===== config.mk =====
export PLATFORM = sky130hd
export DESIGN_NAME = seg_scan_capture
export DESIGN_NICKNAME = d
export VERILOG_FILES = /design/src/rtl/seg_scan_capture.sv
export SDC_FILE = /design/constraint.sdc
export NUM_CORES = 1
export LEC_CHECK = 0
export CORE_MARGIN = 1.5
export CORE_UTILIZATION = 45
export CTS_CLUSTER_DIAMETER = 150
export DETAILED_ROUTE_END_ITERATION = 16
export GPL_TIMING_DRIVEN = 0
export PLACE_DENSITY = 0.69
export SETUP_SLACK_MARGIN = 0.05
export SYNTH_ARGS = -nofsm -noshare
export SYNTH_HDL_FRONTEND = slang
export SYNTH_SLANG_ARGS = --single-unit

===== constraint.sdc =====
create_clock -name FPGA_CLK -period 5.3 [get_ports FPGA_CLK]
set_input_delay 1.325 -clock FPGA_CLK [delete_from_list [all_inputs] [get_ports FPGA_CLK]]
set_output_delay 1.325 -clock FPGA_CLK [all_outputs]
set_load 0.005 [all_outputs]

===== src/rtl/seg_scan_capture.sv =====
// -----------------------------------------------------------------------------
// seg_scan_capture
//   Receiving end of a multiplexed seven-segment scan bus. Each cycle the
//   registered sample {en_seg, data_seg, dt} is classified as idle, a single
//   digit, or a collision. A digit is accepted once STABLE_CYC consecutive
//   identical samples have been seen. Accepted digits are rebuilt as parallel
//   registers with valid flags, a frame-wrap pulse, a sticky collision flag
//   and an optional stale indication.
//
// Parameters
//   NUM_DIG      digit positions on the bus (2..4)
//   STABLE_CYC   identical samples required to accept a digit (2..255)
//   TIMEOUT_CYC  cycles without an accept before stale asserts
//
// Ports
//   FPGA_CLK    in   system clock, rising edge
//   FPGA_RST    in   synchronous active-high reset
//   en_seg      in   [NUM_DIG]   digit enables, active-low, one-hot-low
//   data_seg    in   [4]         nibble for the enabled digit
//   dt          in   1           decimal point, active-low
//   digits      out  [4*NUM_DIG] captured nibbles, digit i at [4i+3:4i]
//   dp          out  [NUM_DIG]   captured decimal points, active-high
//   dig_valid   out  [NUM_DIG]   digit captured since reset / last stale
//   frame_done  out  1           one-cycle pulse on scan-frame wrap
//   scan_err    out  1           sticky: more than one enable seen low
//   stale       out  1           no accept within TIMEOUT_CYC
//
// Build option
//   SEG_CAPTURE_TIMEOUT_EN  when defined, the timeout counter and stale logic
//                           are built; otherwise stale is tied low and
//                           dig_valid / the frame mask clear only on reset.
// -----------------------------------------------------------------------------
module seg_scan_capture #(
  parameter int NUM_DIG     = 4,
  parameter int STABLE_CYC  = 4,
  parameter int TIMEOUT_CYC = 20_000_000
) (
  input  logic                   FPGA_CLK,
  input  logic                   FPGA_RST,
  input  logic [NUM_DIG-1:0]     en_seg,
  input  logic [3:0]             data_seg,
  input  logic                   dt,
  output logic [4*NUM_DIG-1:0]   digits,
  output logic [NUM_DIG-1:0]     dp,
  output logic [NUM_DIG-1:0]     dig_valid,
  output logic                   frame_done,
  output logic                   scan_err,
  output logic                   stale
);

  localparam int                 S_W      = NUM_DIG + 5;
  localparam int                 IDX_W    = (NUM_DIG > 2) ? 2 : 1;
  localparam logic [7:0]         STAB_MAX = 8'(STABLE_CYC);
  localparam logic [NUM_DIG-1:0] ZERO_D   = {NUM_DIG{1'b0}};
  localparam logic [NUM_DIG-1:0] ONE_D    = {{(NUM_DIG-1){1'b0}}, 1'b1};
  // Idle sample: every enable high, data zero, decimal point dark.
  localparam logic [S_W-1:0]     S_IDLE   = {{NUM_DIG{1'b1}}, 5'b0_0001};

  // Elaboration-time parameter sanity checks.
  if (NUM_DIG < 2 || NUM_DIG > 4) begin : g_bad_num_dig
    $error("seg_scan_capture: NUM_DIG must be 2..4");
  end
  if (STABLE_CYC < 2 || STABLE_CYC > 255) begin : g_bad_stable
    $error("seg_scan_capture: STABLE_CYC must be 2..255");
  end
  if (TIMEOUT_CYC < 1) begin : g_bad_timeout
    $error("seg_scan_capture: TIMEOUT_CYC must be positive");
  end

  typedef enum logic [1:0] {
    ST_IDLE  = 2'd0,
    ST_DWELL = 2'd1,
    ST_HELD  = 2'd2
  } state_t;

  state_t                 r_state;
  state_t                 w_state_nxt;
  logic [S_W-1:0]         r_s;
  logic [S_W-1:0]         r_s_prev;
  logic [7:0]             r_stab_cnt;
  logic [4*NUM_DIG-1:0]   r_digits;
  logic [NUM_DIG-1:0]     r_dp;
  logic [NUM_DIG-1:0]     r_valid;
  logic [NUM_DIG-1:0]     r_seen;
  logic                   r_frame;
  logic                   r_err;
  logic                   r_stale;

  logic [NUM_DIG-1:0]     w_en_low;
  logic [3:0]             w_data;
  logic                   w_dt;
  logic                   w_is_idle;
  logic                   w_is_multi;
  logic                   w_is_digit;
  logic                   w_same;
  logic [IDX_W-1:0]       w_idx;
  logic                   w_accept;
  logic                   w_load1;
  logic                   w_inc;
  logic                   w_coll;
  logic                   w_timeout;

  // Input stage: register the raw bus every cycle; keep the previous sample.
  always_ff @(posedge FPGA_CLK) begin
    if (FPGA_RST) begin
      r_s      <= S_IDLE;
      r_s_prev <= S_IDLE;
    end else begin
      r_s      <= {en_seg, data_seg, dt};
      r_s_prev <= r_s;
    end
  end

  // Classify the registered sample and encode the enabled digit index.
  always_comb begin
    w_en_low   = ~r_s[S_W-1:5];
    w_data     = r_s[4:1];
    w_dt       = r_s[0];
    w_is_idle  = (w_en_low == ZERO_D);
    // More than one bit low: clearing the lowest set bit leaves something.
    w_is_multi = ((w_en_low & (w_en_low - ONE_D)) != ZERO_D);
    w_is_digit = !w_is_idle && !w_is_multi;
    w_same     = (r_s == r_s_prev);
    w_idx      = {IDX_W{1'b0}};
    for (int k = 0; k < NUM_DIG; k++) begin
      if (w_en_low[k]) begin
        w_idx = IDX_W'(k);
      end else begin
        w_idx = w_idx;
      end
    end
  end

  // FSM state register.
  always_ff @(posedge FPGA_CLK) begin
    if (FPGA_RST) begin
      r_state <= ST_IDLE;
    end else begin
      r_state <= w_state_nxt;
    end
  end

  // FSM next state and per-cycle control strobes.
  always_comb begin
    w_state_nxt = r_state;
    w_accept    = 1'b0;
    w_load1     = 1'b0;
    w_inc       = 1'b0;
    w_coll      = 1'b0;
    if (w_is_multi) begin
      // Collisions are discarded in every state.
      w_coll      = 1'b1;
      w_state_nxt = ST_IDLE;
    end else begin
      case (r_state)
        ST_IDLE: begin
          if (w_is_digit) begin
            w_load1     = 1'b1;
            w_state_nxt = ST_DWELL;
          end else begin
            w_state_nxt = ST_IDLE;
          end
        end
        ST_DWELL: begin
          if (w_same) begin
            // This sample brings the run to STABLE_CYC: accept now.
            if (r_stab_cnt >= (STAB_MAX - 8'd1)) begin
              w_accept    = 1'b1;
              w_state_nxt = ST_HELD;
            end else begin
              w_inc       = 1'b1;
              w_state_nxt = ST_DWELL;
            end
          end else if (w_is_digit) begin
            w_load1     = 1'b1;
            w_state_nxt = ST_DWELL;
          end else begin
            w_state_nxt = ST_IDLE;
          end
        end
        ST_HELD: begin
          // One accept per dwell; any change restarts as from IDLE.
          if (w_same) begin
            w_state_nxt = ST_HELD;
          end else if (w_is_digit) begin
            w_load1     = 1'b1;
            w_state_nxt = ST_DWELL;
          end else begin
            w_state_nxt = ST_IDLE;
          end
        end
        default: begin
          w_state_nxt = ST_IDLE;
        end
      endcase
    end
  end

  // Stability counter: loaded with 1 on a new dwell, saturates at STABLE_CYC.
  always_ff @(posedge FPGA_CLK) begin
    if (FPGA_RST) begin
      r_stab_cnt <= 8'd0;
    end else if (w_load1) begin
      r_stab_cnt <= 8'd1;
    end else if (w_accept) begin
      r_stab_cnt <= STAB_MAX;
    end else if (w_inc) begin
      r_stab_cnt <= (r_stab_cnt < STAB_MAX) ? (r_stab_cnt + 8'd1) : r_stab_cnt;
    end else if (w_state_nxt == ST_IDLE) begin
      r_stab_cnt <= 8'd0;
    end else begin
      r_stab_cnt <= r_stab_cnt;
    end
  end

  // Captured digits, valid flags, frame mask/pulse and sticky collision flag.
  always_ff @(posedge FPGA_CLK) begin
    if (FPGA_RST) begin
      r_digits <= {(4*NUM_DIG){1'b0}};
      r_dp     <= ZERO_D;
      r_valid  <= ZERO_D;
      r_seen   <= ZERO_D;
      r_frame  <= 1'b0;
      r_err    <= 1'b0;
    end else begin
      r_frame <= 1'b0;
      if (w_coll) begin
        r_err <= 1'b1;
      end
      if (w_accept) begin
        r_digits[4*int'(w_idx) +: 4] <= w_data;
        r_dp[w_idx]                  <= ~w_dt;
        r_valid[w_idx]               <= 1'b1;
        // A digit seen twice marks the start of a new frame.
        if (r_seen[w_idx]) begin
          r_frame <= 1'b1;
          r_seen  <= ONE_D << w_idx;
        end else begin
          r_seen[w_idx] <= 1'b1;
        end
      end else if (w_timeout) begin
        r_valid <= ZERO_D;
        r_seen  <= ZERO_D;
      end
    end
  end

`ifdef SEG_CAPTURE_TIMEOUT_EN
  localparam logic [31:0] TO_MAX = 32'(TIMEOUT_CYC);
  logic [31:0] r_to_cnt;

  // Timeout fires on the edge where the counter reaches TO_MAX; accept wins.
  assign w_timeout = !w_accept && (r_to_cnt != TO_MAX) &&
                     ((r_to_cnt + 32'd1) == TO_MAX);

  // Cycles-since-last-accept counter and stale flag; counter holds at TO_MAX.
  always_ff @(posedge FPGA_CLK) begin
    if (FPGA_RST) begin
      r_to_cnt <= 32'd0;
      r_stale  <= 1'b0;
    end else if (w_accept) begin
      r_to_cnt <= 32'd0;
      r_stale  <= 1'b0;
    end else if (r_to_cnt != TO_MAX) begin
      r_to_cnt <= r_to_cnt + 32'd1;
      if (w_timeout) begin
        r_stale <= 1'b1;
      end
    end else begin
      r_to_cnt <= r_to_cnt;
    end
  end
`else
  assign w_timeout = 1'b0;

  // Without the timeout feature stale never asserts.
  always_ff @(posedge FPGA_CLK) begin
    r_stale <= 1'b0;
  end
`endif

  assign digits     = r_digits;
  assign dp         = r_dp;
  assign dig_valid  = r_valid;
  assign frame_done = r_frame;
  assign scan_err   = r_err;
  assign stale      = r_stale;

endmodule


==> results of run 1 <==
[sequential cells by signal, indices dropped and copies added (netlist names)]
signal and flops:
r_s_prev 9, frame_done 1, r_state 2, dp 4
digits 16, r_seen 4, dig_valid 4, r_s 9
r_stab_cnt 8, scan_err 1
[per-layer routing]
metal  wire, µm  part of all wire (%)  up-vias  track usage, %
met4         97                   1.9        0            8.89
met5          0                     0        -               0
li1           -                     -      961               -
met3        329                   6.5        9            6.23
met1       2270                    44      831            22.8
met2       2400                    47       59            32.1
[kinds of logic (layout without fill, tap and decap cells)]
| family | after synthesis | in the layout | share of synthesized area, % |
|---|---|---|---|
| compound gates | 47 | 47 | 13.6 |
| xor+xnor | 10 | 10 | 3.90 |
| fa+ha+maj | 5 | 5 | 2.57 |
| buf+inv | 22 | 73 | 4.42 |
| flops | 58 | 58 | 47.7 |
| mux | 13 | 13 | 5.34 |
| other cells | 1 | 1 | 0.154 |
| simple gates | 95 | 95 | 22.3 |
[cells in the final DEF (no fill, tap or decap), drive strengths merged, types with 2 or more instances in the layout]
master / n
a211oi: 9
a21o: 2
a21oi: 13
a31oi: 3
a41oi: 2
and2: 4
and3: 3
and4b: 2
buf: 6
bufinv: 3
clkbuf: 17
clkdlybuf4s50: 35
clkinv: 3
dfxtp: 58
ha: 5
inv: 9
mux2i: 13
nand2: 9
nand3: 2
nand4: 2
nor2: 39
nor2b: 8
nor3: 4
nor4: 5
o211ai: 3
o21ai: 6
or2: 12
or3: 2
or4: 2
xnor2: 9
[critical path: stages (launching register included)]
cell	delay [ps]
dfxtp_1	350
ha_1	250
nor4_1	350
nand2_1	240
nand2_1	360
or2_2	180
clkbuf_1	280
o211ai_1	260
a21oi_1	170
[cell type report]
cell class	count	area, µm²	share of cell area, %
multi-input cells	171	1170	37.6
clock inverters	6	105	3.38
repair buffers	35	350	11.3
clock buffers	10	128	4.11
inverters	9	33.8	1.09
well taps	70	87.6	2.82
flip-flops and latches	58	1160	37.4
plain buffers	13	73.8	2.38
[power by group]
| part | internal [µW] | switching (µW) | leakage, µW | total, µW |
|---|---|---|---|---|
| registers | 445 | 8.77 | 0.000472 | 454 |
| clock network | 310 | 171 | 0.000120 | 480 |
| logic | 35.2 | 41.5 | 0.000516 | 76.7 |
| total | 790 | 221 | 0.00111 | 1010 |
[how the worst min path moves through the flow]
stage,startpoint,to,slack (ps),depth (start not counted)
2_1_floorplan,r_stab_cnt[7],r_stab_cnt[7],440,2
3_3_place_gp,dig_valid[2],dig_valid[2],460,2
3_5_place_dp,r_stab_cnt[7],r_stab_cnt[7],460,2
4_1_cts,dig_valid[2],dig_valid[2],480,2
5_1_grt,digits[15],digits[15],490,2
6_report,dig_valid[2],dig_valid[2],470,2
[through the flow]
stage	area, µm²	power, µW	setup slack, ps	util [%]	std cells
finish	3110	1010	2770	60.1	372
global route	3110	1050	2520	60.1	372
CTS	3110	1020	2760	60.1	372
detailed placement	2870	540	2860	55.6	356
global placement	2870	539	2870	55.6	356
floorplan	2440	517	3240	-	251
==> results by group, run 1 <==
Outcome
  – Outcome: complete, no violations

Placement
  – Final Wtd Congestion: 0.804
  – IO buf count: 35
  – HPWL after detailed placement: 3.54 mm

CTS
  – Postcts setup bufs: 0
  – CTS Buf Count: 9
  – Hold_buf cts: 0
  – Post-CTS resize count: 0
  – CTS sink count: 58
  – Latest clock arrival within the worst-skew pair: 330 ps
  – Reg clk slew, reported paths: 70 ps
  – CTS Buffer Depth: 2
  – CTS tree: done
  – Root buf cell: clkbuf_8
  – Max H-tree Level: 3

Synth
  – Post-synthesis area per instance: 9.71 µm²
  – Top cell type's share of synthesized area: 47.7%
  – Cell variety after synth: 47
  – Ys Warns: 0
  – Post-synth EDFFs: 0
  – Mapped Cells: 251
  – Ys flop type: dfxtp_1
  – Net Count, Synth: 267
  – Count leader, synth: dfxtp_1
  – Synth async-reset ratio: 0%
  – Synthesized cell area: 2440 µm²
  – Area leader, netlist: dfxtp_1
  – Seq cells post-synth: 58
  – Top cells by count, synth: dfxtp_1 (58), nor2_1 (39), a21oi_1 (13), mux2i_1 (13), or2_2 (12)
  – Largest cells by area after synthesis: dfxtp_1 (48%), nor2_1 (6.0%), mux2i_1 (5.3%), or2_2 (3.1%), xnor2_1 (2.9%)
  – Sequential-to-total area share from yosys stat: 47.7%

Layout
  – Final #Nets: 313
  – Area Growth Syn to Fin: 27.5%
  – Fillers: 459
  – Fraction of layout cells with a size suffix above 1: 14.6%
  – Ant diodes: 0

Die
  – Initial Util: 47.1%
  – Io pins: 38
  – Core Region: 5170 µm²
  – Height of the die: 76.6 µm
  – DIE AREA: 5860 µm²
  – Die width: 76.6 µm
  – Row count: 26

Timing
  – Worst slew pin tran: 627 ps
  – Clock skew: 6.27 ps
  – Max frequency: 396 MHz
  – Setup TNS: 0 ps
  – Setup-failing EPs final: 0
  – Max-slew headroom: 57.9%
  – RSZ-0062 raised after global routing: false
  – Crit path time final: 2530 ps
  – Worst hold slack: 471 ps
  – Pins Over Slew Limit: 0
  – Final period util: 47.6%
  – Fin. Hold Viols: 0

Worst hold path
  – Worst Hold Class: flip-flop to flip-flop

Worst setup path
  – CP Capture Type: flip-flop
  – WP data arrival: 2780 ps
  – Worst R2R Start: r_stab_cnt[0]
  – WP data required: 5560 ps
  – Worst setup path startpoint: r_stab_cnt[0]
  – Reg2reg setup slack: 2770 ps
  – Critical Path Source Type: flip-flop
  – CP Max Fanout: 7
  – Critical path class: flip-flop to flip-flop
  – R2R cell count: 8
  – RR Endpoint: r_stab_cnt[6]
  – Worst Setup EP: r_stab_cnt[6]

Routing
  – Drt first-iter violations: 159
  – Routed Antenna Nets: 0
  – Residual DRC: 0
  – WL/cell: 13.7 µm
  – DR vias: 1860
  – WL final: 5.09 mm
  – Pre-antenna DRT Iters: 4
  – Vias/cell: 5.00

Power
  – Power Density: 325 nW/µm²
  – Leakage: 0.00111 µW
  – Peak VDD IR: 225 µV

Global route
  – GRT Total Usage: 19.4%
  – Grt ovf: 0
  – Vias in the first global route: 1881
  – Largest net degree at the start of global routing: 11
  – First-pass GRT wire length: 8.89 mm
  – Antenna violations before repair: 0

Run
  – Max_cap viols: 0
Note: power is estimated with default switching activity, not from simulation.
==> inputs of run 2 (changes only) <==
==> constraint.sdc (replaced) <==
create_clock -name FPGA_CLK -period 2.39 [get_ports FPGA_CLK]
set_input_delay 0.5975 -clock FPGA_CLK [delete_from_list [all_inputs] [get_ports FPGA_CLK]]
set_output_delay 0.5975 -clock FPGA_CLK [all_outputs]
set_load 0.005 [all_outputs]
==> run 2 against run 1 <==
Clock power up 120%. Critical endpoint is now r_seen[2]. Critical path type unchanged. Sequential share of layout area decreased by 0.54 points. Sequential power is 120% higher. Largest power group unchanged.
==> results by group, run 2 (synthesis gave the netlist of run 1 again) <==
Outcome
  – Outcome: complete, no violations

Die
  – DIE AREA: 5860 µm²
  – Core Region: 5170 µm²
  – Die width: 76.6 µm
  – Row count: 26
  – Initial Util: 47.1%
  – Io pins: 38
  – Height of the die: 76.6 µm

Worst setup path
  – CP Capture Type: flip-flop
  – Max incr delay on CP: 580 ps
  – Worst R2R Start: r_s[4]
  – Critical Path Source Type: flip-flop
  – Reg2reg setup slack: 180 ps
  – CP max-delay cell: or4_4
  – RR Endpoint: r_seen[2]
  – R2R cell count: 7
  – Critical path class: flip-flop to flip-flop
  – Worst-path cell chain: xnor2_1 -> nand3_1 -> or3_4 -> buf_6 -> or4_4 -> a21oi_1 -> nor2_1
  – WP data arrival: 2410 ps
  – WP data required: 2590 ps
  – CP Max Fanout: 10

CTS
  – CTS tree: done
  – CTS Buffer Depth: 2
  – CTS sink count: 58
  – Latest clock arrival within the worst-skew pair: 330 ps
  – CTS Buf Count: 9
  – Root buf cell: clkbuf_8
  – Reg clk slew, reported paths: 60 ps
  – Max H-tree Level: 3
  – Hold_buf cts: 0

Layout
  – Core Util, Final: 61.3%
  – Final non-filler cell area: 3170 µm²
  – Fraction of layout cells with a size suffix above 1: 19.0%
  – Max reg flops: 16
  – Seq. cell area: 1170 µm²
  – Area Growth Syn to Fin: 30.1%
  – Ant diodes: 0
  – Most frequent cells in the layout: dfxtp_1 (53), nor2_1 (39), clkdlybuf4s50_1 (35), a21oi_1 (13), mux2i_1 (13)
  – Fillers: 453
  – Multi-input logic area: 1190 µm²
  – Most common cell after layout, fill and taps aside: dfxtp_1
  – Final #Nets: 317
  – Layout Cells excl Fill: 376

Placement
  – Final Wtd Congestion: 0.804
  – DP Cell Count: 356
  – HPWL after detailed placement: 3.54 mm
  – IO buf count: 35
  – Dpl cell area: 2870 µm²

Timing
  – Final period util: 92.5%
  – Worst slew pin tran: 503 ps
  – Clock skew: 6.15 ps
  – Max frequency: 452 MHz
  – Max-slew headroom: 66.3%
  – RSZ-0062 raised after global routing: false
  – Fin. Hold Viols: 0
  – Worst hold slack: 469 ps
  – Setup-failing EPs final: 0
  – Crit path time final: 2210 ps
  – Pins Over Slew Limit: 0

Routing
  – Top layer in use: met4
  – DR vias: 1900
  – Residual DRC: 0
  – Vias/cell: 5.05
  – Drt first-iter violations: 71
  – Pre-antenna DRT Iters: 4
  – Met2 Routed Length: 2.59 mm
  – Met3 routed WL: 274 µm
  – M1 wire length: 2.35 mm
  – WL/cell: 14.1 µm
  – WL final: 5.31 mm
  – Routed Antenna Nets: 0

Run
  – Max_cap viols: 0

Power
  – Peak VDD IR: 497 µV
  – Power Density: 709 nW/µm²
  – Leakage: 0.00115 µW

Global route
  – Antenna violations before repair: 0
  – Largest net degree at the start of global routing: 11
  – Grt ovf: 0
  – GRT Total Usage: 19.8%
  – Vias in the first global route: 1915
  – First-pass GRT wire length: 9.03 mm

Worst hold path
  – Hold Path Origin: dig_valid[2]
  – Worst hold endpoint: dig_valid[2]
  – Hold Path Cell Cnt: 2
  – Worst Hold Class: flip-flop to flip-flop
==> run 2: power by group <==
group | switching, µW | internal (µW) | leakage [µW]
Sequential | 19.6 | 988 | 0.000473
Combinational | 94.6 | 79.2 | 0.000559
Clock | 378 | 687 | 0.000120
Total | 492 | 1750 | 0.00115
==> run 2: final cells by class <==
type | count | area share (%)
buffer | 12 | 2.21
sequential | 58 | 36.8
inverter | 9 | 1.07
clock inverter | 6 | 3.32
multi-input combinational | 171 | 37.5
tap | 70 | 2.76
clock buffer | 10 | 4.03
timing repair buffer | 40 | 12.2
==> run 2: what timing repair did <==
action,4_1_cts,5_1_grt
gates cloned,0,0
endpoints found under the hold margin,0,0
buffers inserted,5,0
pin swaps,3,2
endpoints found under the setup margin,21,27
gates resized for setup,1,10
==> run 2: worst max-delay path by stage <==
stage,startpoint,endpoint,slack (ps),cells past startpoint
2_1_floorplan,r_s[5],r_seen[0],350,8
4_1_cts,r_stab_cnt[0],r_stab_cnt[6],40,8
5_1_grt,r_s[4],r_seen[2],60,7
6_report,r_s[4],r_seen[2],180,7
3_5_place_dp,r_s[4],digits[5],-50,7
3_3_place_gp,r_s[4],digits[4],-40,7
==> run 2: routing by layer <==
metal	track usage, %	vias to the layer above
met2	33.1	57
met3	6.23	10
met4	8.89	0
met5	0	-
li1	-	969
met1	23.0	864
==> run 2: per-stage QoR <==
stage | total power [µW] | setup WS (ps) | setup TNS (ps)
2_1_floorplan | 1150 | 355 | 0
3_3_place_gp | 1200 | -42.4 | -160
3_5_place_dp | 1200 | -52.5 | -183
4_1_cts | 2270 | 43.9 | 0
5_1_grt | 2330 | 59.0 | 0
6_report | 2250 | 178 | 0
==> run 2: critical path: cells and delay by family, from the launching register on <==
kind	cells	cell delay [ps]
AOI/OAI and AO/OA	1	160
and+or+nand+nor	4	1210
DFF	1	350
xor gates and xnor gates	1	200
buffers and inverters	1	160
==> inputs of run 3 (changes only) <==
==> constraint.sdc (replaced) <==
create_clock -name FPGA_CLK -period 2.1 [get_ports FPGA_CLK]
set_input_delay 0.525 -clock FPGA_CLK [delete_from_list [all_inputs] [get_ports FPGA_CLK]]
set_output_delay 0.525 -clock FPGA_CLK [all_outputs]
set_load 0.005 [all_outputs]
==> run 3 against run 2 <==
Die area is the same. Wire length is 17% higher. Sequential cell count is the same. Via count increased by 7.8%. Combinational power increased by 84%. Critical path type unchanged.
==> results by group, run 3 (synthesis gave the netlist of run 1 again) <==
Die
  – Die width: 76.6 µm
  – Initial Util: 47.1%
  – Core Region: 5170 µm²
  – Io pins: 38
  – Row count: 26
  – DIE AREA: 5860 µm²
  – Height of the die: 76.6 µm

Worst setup path
  – CP Max Fanout: 8
  – Critical path class: flip-flop to flip-flop
  – WP data required: 2300 ps
  – Critical Path Source Type: flip-flop
  – CP Capture Type: flip-flop
  – R2R cell count: 7
  – WP data arrival: 2300 ps

Global route
  – GRT Total Usage: 21.7%
  – First-pass GRT wire length: 9.80 mm
  – Vias in the first global route: 2065
  – Grt ovf: 0
  – Largest net degree at the start of global routing: 11
  – Antenna violations before repair: 0

Routing
  – DR vias: 2049
  – Routed Antenna Nets: 0
  – Pre-antenna DRT Iters: 4
  – Residual DRC: 0
  – WL/cell: 15.6 µm
  – Drt first-iter violations: 92
  – Vias/cell: 5.15
  – WL final: 6.21 mm

Layout
  – Final #Nets: 339
  – Most common cell after layout, fill and taps aside: dfxtp_1
  – Max reg flops: 16
  – Fillers: 403
  – Fraction of layout cells with a size suffix above 1: 33.8%
  – Area Growth Syn to Fin: 47.0%
  – Ant diodes: 0
  – Most frequent cells in the layout: dfxtp_1 (48), nor2_1 (38), clkdlybuf4s50_1 (35), buf_4 (26)
  – Core Util, Final: 69.3%

Timing
  – Worst hold slack: 467 ps
  – Pins Over Slew Limit: 0
  – RSZ-0062 raised after global routing: true
  – Clock skew: 6.86 ps
  – Setup TNS: 0 ps
  – Fin. Hold Viols: 0
  – Final period util: 99.9%
  – Worst slew pin tran: 521 ps
  – Worst setup margin: 2.30 ps
  – Max-slew headroom: 65.1%
  – Setup-failing EPs final: 0
  – Crit path time final: 2100 ps
  – Max frequency: 477 MHz

CTS
  – CTS Buf Count: 9
  – Root buf cell: clkbuf_8
  – Hold_buf cts: 0
  – Latest clock arrival within the worst-skew pair: 330 ps
  – CTS Buffer Depth: 2
  – CTS sink count: 58
  – Max H-tree Level: 3
  – CTS tree: done
  – Reg clk slew, reported paths: 70 ps

Placement
  – Final Wtd Congestion: 0.804
  – IO buf count: 35
  – Post-place setup slack: -343 ps
  – HPWL after detailed placement: 3.54 mm

Power
  – Peak VDD IR: 512 µV
  – Power Density: 748 nW/µm²
  – Leakage: 0.00133 µW

Worst hold path
  – Hold Path Cell Cnt: 2
  – Worst Hold Class: flip-flop to flip-flop

Run
  – Max_cap viols: 0

Outcome
  – Outcome: complete, no violations
==> run 3: cell types whose count changed in the layout (fill, tap and decap cells not counted), sizes merged <==
cell	delta
buf	+21
o311ai	+1
==> run 3: where the power goes <==
group	total (µW)	internal [µW]	switching, µW	leakage (µW)
registers	1140	1120	25.0	0.000475
clock network	1210	782	433	0.000120
logic	320	157	163	0.000738
==> run 3: what timing repair did <==
action | 4_1_cts | 5_1_grt
gates cloned | 1 | 0
setup endpoints to repair | 37 | 28
pin swaps | 12 | 23
setup buffers | 18 | 10
resized for setup | 31 | 36
==> run 3: cell type report <==
type	instances	area (µm²)	area share (%)
Buffer	11	80.1	2.24
Clock buffer	10	128	3.56
Clock inverter	6	105	2.93
Inverter	9	33.8	0.943
Multi-Input combinational cell	172	1390	38.9
Sequential cell	58	1190	33.3
Tap cell	70	87.6	2.44
Timing Repair Buffer	62	564	15.8
==> run 3: worst max-delay path, cell delays in order (launching register included) <==
cell	delay [ps]
dfxtp_1	340
xnor2_1	210
nand3_2	140
or3_4	420
buf_12	160
or4_4	460
a21oi_1	190
nor2_1	50
==> run 3: routing by layer <==
| metal | GRT usage [%] | share of wire, % | up-vias |
|---|---|---|---|
| li1 | - | - | 1018 |
| met1 | 24.7 | 43 | 952 |
| met2 | 37.0 | 49 | 60 |
| met3 | 5.75 | 4.3 | 19 |
| met4 | 11.5 | 3.3 | 0 |
| met5 | 0 | 0 | - |
==> run 3: through the flow <==
step           power [µW]  instances  area (µm²)
2_1_floorplan        1310        251        2440
3_3_place_gp         1360        356        2870
3_5_place_dp         1360        356        2870
4_1_cts              2640        389        3360
5_1_grt              2780        398        3580
6_report             2680        398        3580
==> run 3: worst paths after layout <==
kind	startpoint	slack [ps]	endpoint
worst max-delay path	r_s[6]	2	r_seen[1]
worst min-delay path	dig_valid[2]	470	dig_valid[2]
worst max register to register	r_s[6]	2	r_seen[1]
worst min register to register	dig_valid[2]	470	dig_valid[2]
